$ cat src/rtl/pipe_mem_arbiter_pkg.sv
// Shared types and defaults for the fetch/data memory arbiter.
package pipe_mem_arbiter_pkg;
  localparam int ADDR_W_DEF = 32;
  localparam int DATA_W_DEF = 32;
  // Run counter width; covers MAX_DM_RUN up to 15.
  localparam int RUN_W      = 4;

  typedef enum logic [1:0] {
    IDLE    = 2'd0,
    IF_WAIT = 2'd1,
    DM_WAIT = 2'd2,
    RESP    = 2'd3
  } arb_state_t;
endpackage

$ cat src/rtl/pipe_mem_arb_grant.sv
// Priority decision between fetch and data, with a saturating run counter
// that forces a fetch grant after MAX_DM_RUN data grants made while fetch waits.
module pipe_mem_arb_grant
  import pipe_mem_arbiter_pkg::*;
#(
  parameter int MAX_DM_RUN = 4
) (
  input  logic clk,
  input  logic reset,
  input  logic arb_en,
  input  logic if_req,
  input  logic dm_req,
  output logic grant_if,
  output logic grant_dm
);
  localparam logic [RUN_W-1:0] RUN_MAX = RUN_W'(MAX_DM_RUN);

  logic [RUN_W-1:0] run_cnt;
  logic             starve;

  // Data wins unless fetch has been starved for a full run.
  always_comb begin
    starve   = if_req && (run_cnt == RUN_MAX);
    grant_dm = arb_en && dm_req && !starve;
    grant_if = arb_en && if_req && !grant_dm;
  end

  // Count data grants that bypassed a waiting fetch; any other grant clears.
  always_ff @(posedge clk or negedge reset) begin
    if (!reset) begin
      run_cnt <= '0;
    end else if (grant_if) begin
      run_cnt <= '0;
    end else if (grant_dm) begin
      if (!if_req)                run_cnt <= '0;
      else if (run_cnt != RUN_MAX) run_cnt <= run_cnt + 1'b1;
    end
  end
endmodule

$ cat src/rtl/pipe_mem_arbiter.sv
// Serialises instruction fetch and data accesses onto one req/ack memory.
// Each access: grant in IDLE, wait for mem_ack, one RESP cycle with a ready pulse.
module pipe_mem_arbiter
  import pipe_mem_arbiter_pkg::*;
#(
  parameter int ADDR_W     = ADDR_W_DEF,
  parameter int DATA_W     = DATA_W_DEF,
  parameter int MAX_DM_RUN = 4
) (
  input  logic              clk,
  input  logic              reset,
  input  logic              if_req,
  input  logic [ADDR_W-1:0] if_addr,
  output logic [DATA_W-1:0] if_rdata,
  output logic              if_ready,
  input  logic              dm_req,
  input  logic              dm_we,
  input  logic [ADDR_W-1:0] dm_addr,
  input  logic [DATA_W-1:0] dm_wdata,
  output logic [DATA_W-1:0] dm_rdata,
  output logic              dm_ready,
  output logic              mem_req,
  output logic              mem_we,
  output logic [ADDR_W-1:0] mem_addr,
  output logic [DATA_W-1:0] mem_wdata,
  input  logic [DATA_W-1:0] mem_rdata,
  input  logic              mem_ack,
  output logic              memready,
  output logic              busy
);
  arb_state_t state;
  logic       arb_en;
  logic       grant_if;
  logic       grant_dm;

  assign arb_en   = (state == IDLE);
  assign busy     = (state != IDLE);
  assign memready = if_ready | dm_ready;

  pipe_mem_arb_grant #(.MAX_DM_RUN(MAX_DM_RUN)) u_grant (
    .clk      (clk),
    .reset    (reset),
    .arb_en   (arb_en),
    .if_req   (if_req),
    .dm_req   (dm_req),
    .grant_if (grant_if),
    .grant_dm (grant_dm)
  );

  // Main FSM; all memory-side and requester-side outputs are registered.
  always_ff @(posedge clk or negedge reset) begin
    if (!reset) begin
      state     <= IDLE;
      mem_req   <= 1'b0;
      mem_we    <= 1'b0;
      mem_addr  <= '0;
      mem_wdata <= '0;
      if_rdata  <= '0;
      dm_rdata  <= '0;
      if_ready  <= 1'b0;
      dm_ready  <= 1'b0;
    end else begin
      if_ready <= 1'b0;
      dm_ready <= 1'b0;
      case (state)
        IDLE: begin
          if (grant_dm) begin
            mem_req   <= 1'b1;
            mem_we    <= dm_we;
            mem_addr  <= dm_addr;
            mem_wdata <= dm_wdata;
            state     <= DM_WAIT;
          end else if (grant_if) begin
            mem_req  <= 1'b1;
            mem_we   <= 1'b0;
            mem_addr <= if_addr;
            state    <= IF_WAIT;
          end
        end
        IF_WAIT: begin
          if (mem_ack) begin
            mem_req  <= 1'b0;
            if_rdata <= mem_rdata;
            if_ready <= 1'b1;
            state    <= RESP;
          end
        end
        DM_WAIT: begin
          if (mem_ack) begin
            mem_req <= 1'b0;
            // Writes leave the last read value visible to the MEM stage.
            if (!mem_we) dm_rdata <= mem_rdata;
            dm_ready <= 1'b1;
            state    <= RESP;
          end
        end
        RESP:    state <= IDLE;
        default: state <= IDLE;
      endcase
    end
  end
endmodule

$ cat config.mk
export PLATFORM = sky130hd
export DESIGN_NAME = pipe_mem_arbiter
export DESIGN_NICKNAME = d
export VERILOG_FILES = /design/src/rtl/pipe_mem_arbiter_pkg.sv /design/src/rtl/pipe_mem_arb_grant.sv /design/src/rtl/pipe_mem_arbiter.sv
export SDC_FILE = /design/constraint.sdc
export NUM_CORES = 1
export LEC_CHECK = 0
export CORE_MARGIN = 2
export CORE_UTILIZATION = 25
export CTS_CLUSTER_SIZE = 40
export DETAILED_ROUTE_END_ITERATION = 8
export PLACE_DENSITY = 0.54
export RECOVER_POWER = 100
export SLEW_MARGIN = 20
export SYNTH_ARGS = -nofsm -noshare
export SYNTH_HDL_FRONTEND = slang
export SYNTH_HIERARCHICAL = 1
export SYNTH_SLANG_ARGS = --single-unit
$ cat constraint.sdc
create_clock -name clk -period 2.1 [get_ports clk]
set_input_delay 0.315 -clock clk [delete_from_list [all_inputs] [get_ports clk]]
set_output_delay 0.315 -clock clk [all_outputs]
set_load 0.01 [all_outputs]
==> run summary <==
Placement Cell Area - 8700 um^2
Port Buffers - 267
status - completed
power per cell area - 1410 nW/um^2
final instance area - 9220 um^2
worst reg-to-reg path cell count - 8
Final Hold Viols - 0
final core occ - 0.421
worst path arrival time - 2.27 ns
period utilization - 0.940
initial core utilization - 0.256
Core Area - 21900 um^2
P&R area growth vs syn - 64.7%
final worst slack - 0.126 ns
DP HPWL - 11300 um
IR drop worst, VDD - 572 uV
Slew Limit Fails - 0
pin count of the biggest net entering global routing - 79
Setup crit end kind - flip-flop
Slew @ Worst Pin - 1.10 ns
Relative slew margins - 0.266
Seq cells post-synth - 138
DR WL/cell - 15.6 um
clock latency on the worst-skew pair - 0.41 ns
vias - 4168
Worst path depth - 8
die width - 154 um
Mapped Nets - 540
Int Pwr - 8.85 mW
Yosys warnings - 6
kind of cell adding the most delay to the critical path - compound AO/OA/AOI/OAI gates
Netlist cell types - 29
diode count - 0
clock root cell - clkbuf_16
H-tree depth - 4
Die Y - 154 um
dpl ws - 0.0806 ns
Layout Nets - 822
Final setup viols - 0
drt total wl - 15200 um
CP max stage delay - 0.37 ns
Pre-Repair DR Iteration Count - 4
clock transition at the registers of the reported paths - 0.06 ns
Vias/cell - 4.28
RSZ-0062 raised after global routing - false
Final Skew - 0.0111 ns
Critical Path Slowest Stage Cell - dfrtp_1
Max Root-Sink Buffers - 2
Final Wtd Congestion - 0.746
Post-Syn Area - 5600 um^2
die area - 23600 um^2
Ports - 268
critical path peak fanout - 6
Fmax - 507 MHz
switching power share of the total - 0.318
Mapped Cells - 399
data required time of the worst path - 2.39 ns
total CTS buffers - 17
First DRT Iteration DRCs - 111
global-route wire length before repair - 24500 um
Buf+Inv Stages, Crit Path - 2
Comb pwr share - 0.431
most frequent cells in the layout - dfrtp_1, dlygate4sd3_1, clkdlybuf4s50_1
worst-path cell chain - inv_1 -> ha_1 -> and3b_1 -> a21oi_4 -> buf_4 -> nor3b_2 -> a21oi_1 -> mux2_1
Fin Setup TNS - 0 ns
CTS tree - built
total grt overflow - 0
sw power - 4.13 mW
drt drc - 0
Hold Crit Class - primary input to asynchronous set/reset pin
Seq pwr share - 0.352
Setup crit start kind - flip-flop
total track usage - 0.131
Finished Layout Cells - 973
WHS - 0.319 ns
share of the yosys chip area belonging to registers - 0.617
Clock Power Share - 0.218
total power - 13.0 mW
P_leak - 3.99 nW
vias in the first global route - 4684
Avg Inst Size Synth - 14.0 um^2
Crit Path Class - flip-flop to flip-flop
layout cell share with drive strength beyond 1 - 0.206
initial antenna violation count - 0
number of core rows - 54
post-route ant nets - 0
most common cell after layout, fill and taps aside - dfrtp_1
fin crit period - 1.97 ns
CTS Sinks - 138
DP Cell Count - 939
max-cap violations - 0
==> worst reg2reg max path, cell delays in order (launching register included) <==
cell and delay [ns]:
dfrtp_1 0.37, inv_1 0.08, ha_1 0.19, and3b_1 0.23
a21oi_4 0.20, buf_4 0.20, nor3b_2 0.07, a21oi_1 0.19
mux2_1 0.34
==> area by class of cell <==
type	instances	area [um^2]
fill	2059	12700
sequential	138	3450
timing repair buffer	284	2810
multi-input combinational	232	2020
clock buffer	20	457
tap	280	350
clock inverter	11	97.6
inverter	8	30.0
==> layer usage <==
layer,vias up,GRT usage,share of wire
met5,-,0,0
met4,0,0.0328,0.0084
met3,10,0.0654,0.098
met2,167,0.224,0.50
met1,2037,0.146,0.40
li1,1954,-,-
==> logic make-up after synthesis <==
group,Yosys count,share of synthesized area
mux,131,0.256
buf+inv,29,0.0273
simple gates,50,0.0398
flops,138,0.617
fa+ha+maj,7,0.0156
compound gates,43,0.0425
xor+xnor,1,0.00156
==> cells in the mapped netlist <==
cell        n  area share
a21oi_1     2      0.0018
a221o_1     1      0.0018
a22o_1      2      0.0031
a32o_1      1      0.0018
and2_1      1      0.0011
and3b_1     1      0.0016
buf_2      11      0.0098
buf_4       2      0.0027
buf_6       3      0.0060
clkbuf_1    5      0.0034
dfrtp_1   138        0.62
ha_1        7       0.016
inv_1       8      0.0054
mux2_1      6       0.012
mux2_2     93        0.19
mux2i_1    32       0.057
nand2_1    38       0.025
nand2b_1    2      0.0022
nand3_1     2      0.0018
nor2_1      1     0.00067
nor2_2      1      0.0011
nor2b_1     1      0.0011
nor3b_1     1      0.0013
nor3b_2     1      0.0022
o21ai_0    34       0.030
o21ai_1     1     0.00089
o31ai_1     2      0.0027
or2_2       1      0.0011
xnor2_1     1      0.0016
==> final timing paths <==
path,from,end,slack (ns)
setup / recovery,u_grant/run_cnt[0],state[0],0.13
hold / removal,reset,dm_rdata[0],0.32
setup reg to reg,u_grant/run_cnt[0],state[0],0.13
hold reg to reg,mem_addr[5],mem_addr[5],0.48
max in group asynchronous,reset,mem_wdata[17],0.37
min in group clk,mem_addr[5],mem_addr[5],0.48
==> power by group through the flow <==
| stage | sequential, mW | combinational, mW | clock, mW |
|---|---|---|---|
| final | 4.56 | 5.59 | 2.83 |
| after global routing | 4.76 | 6.06 | 3.05 |
| after CTS | 4.65 | 6.26 | 2.94 |
| after detailed placement | 4.69 | 6.18 | 0 |
| after global placement | 4.62 | 6.11 | 0 |
| after floorplan | 5.22 | 2.03 | 0 |
==> sequential cells by signal (all words and copies together) (netlist names) <==
signal,cells
mem_addr,32
if_ready,1
state,2
u_grant/run_cnt,4
dm_ready,1
mem_wdata,32
mem_we,1
mem_req,1
if_rdata,32
dm_rdata,32
==> timing repair <==
action                                  in CTS  in global routing
pin swaps                                    0                  0
endpoints found under the setup margin       1                  2
cloned                                       0                  0
endpoints found under the hold margin       21                  0
resized for setup                            3                  1
setup buffers                                2                  0
hold buffers                                 1                  0
No activity file was read; power rests on OpenSTA's default activity.
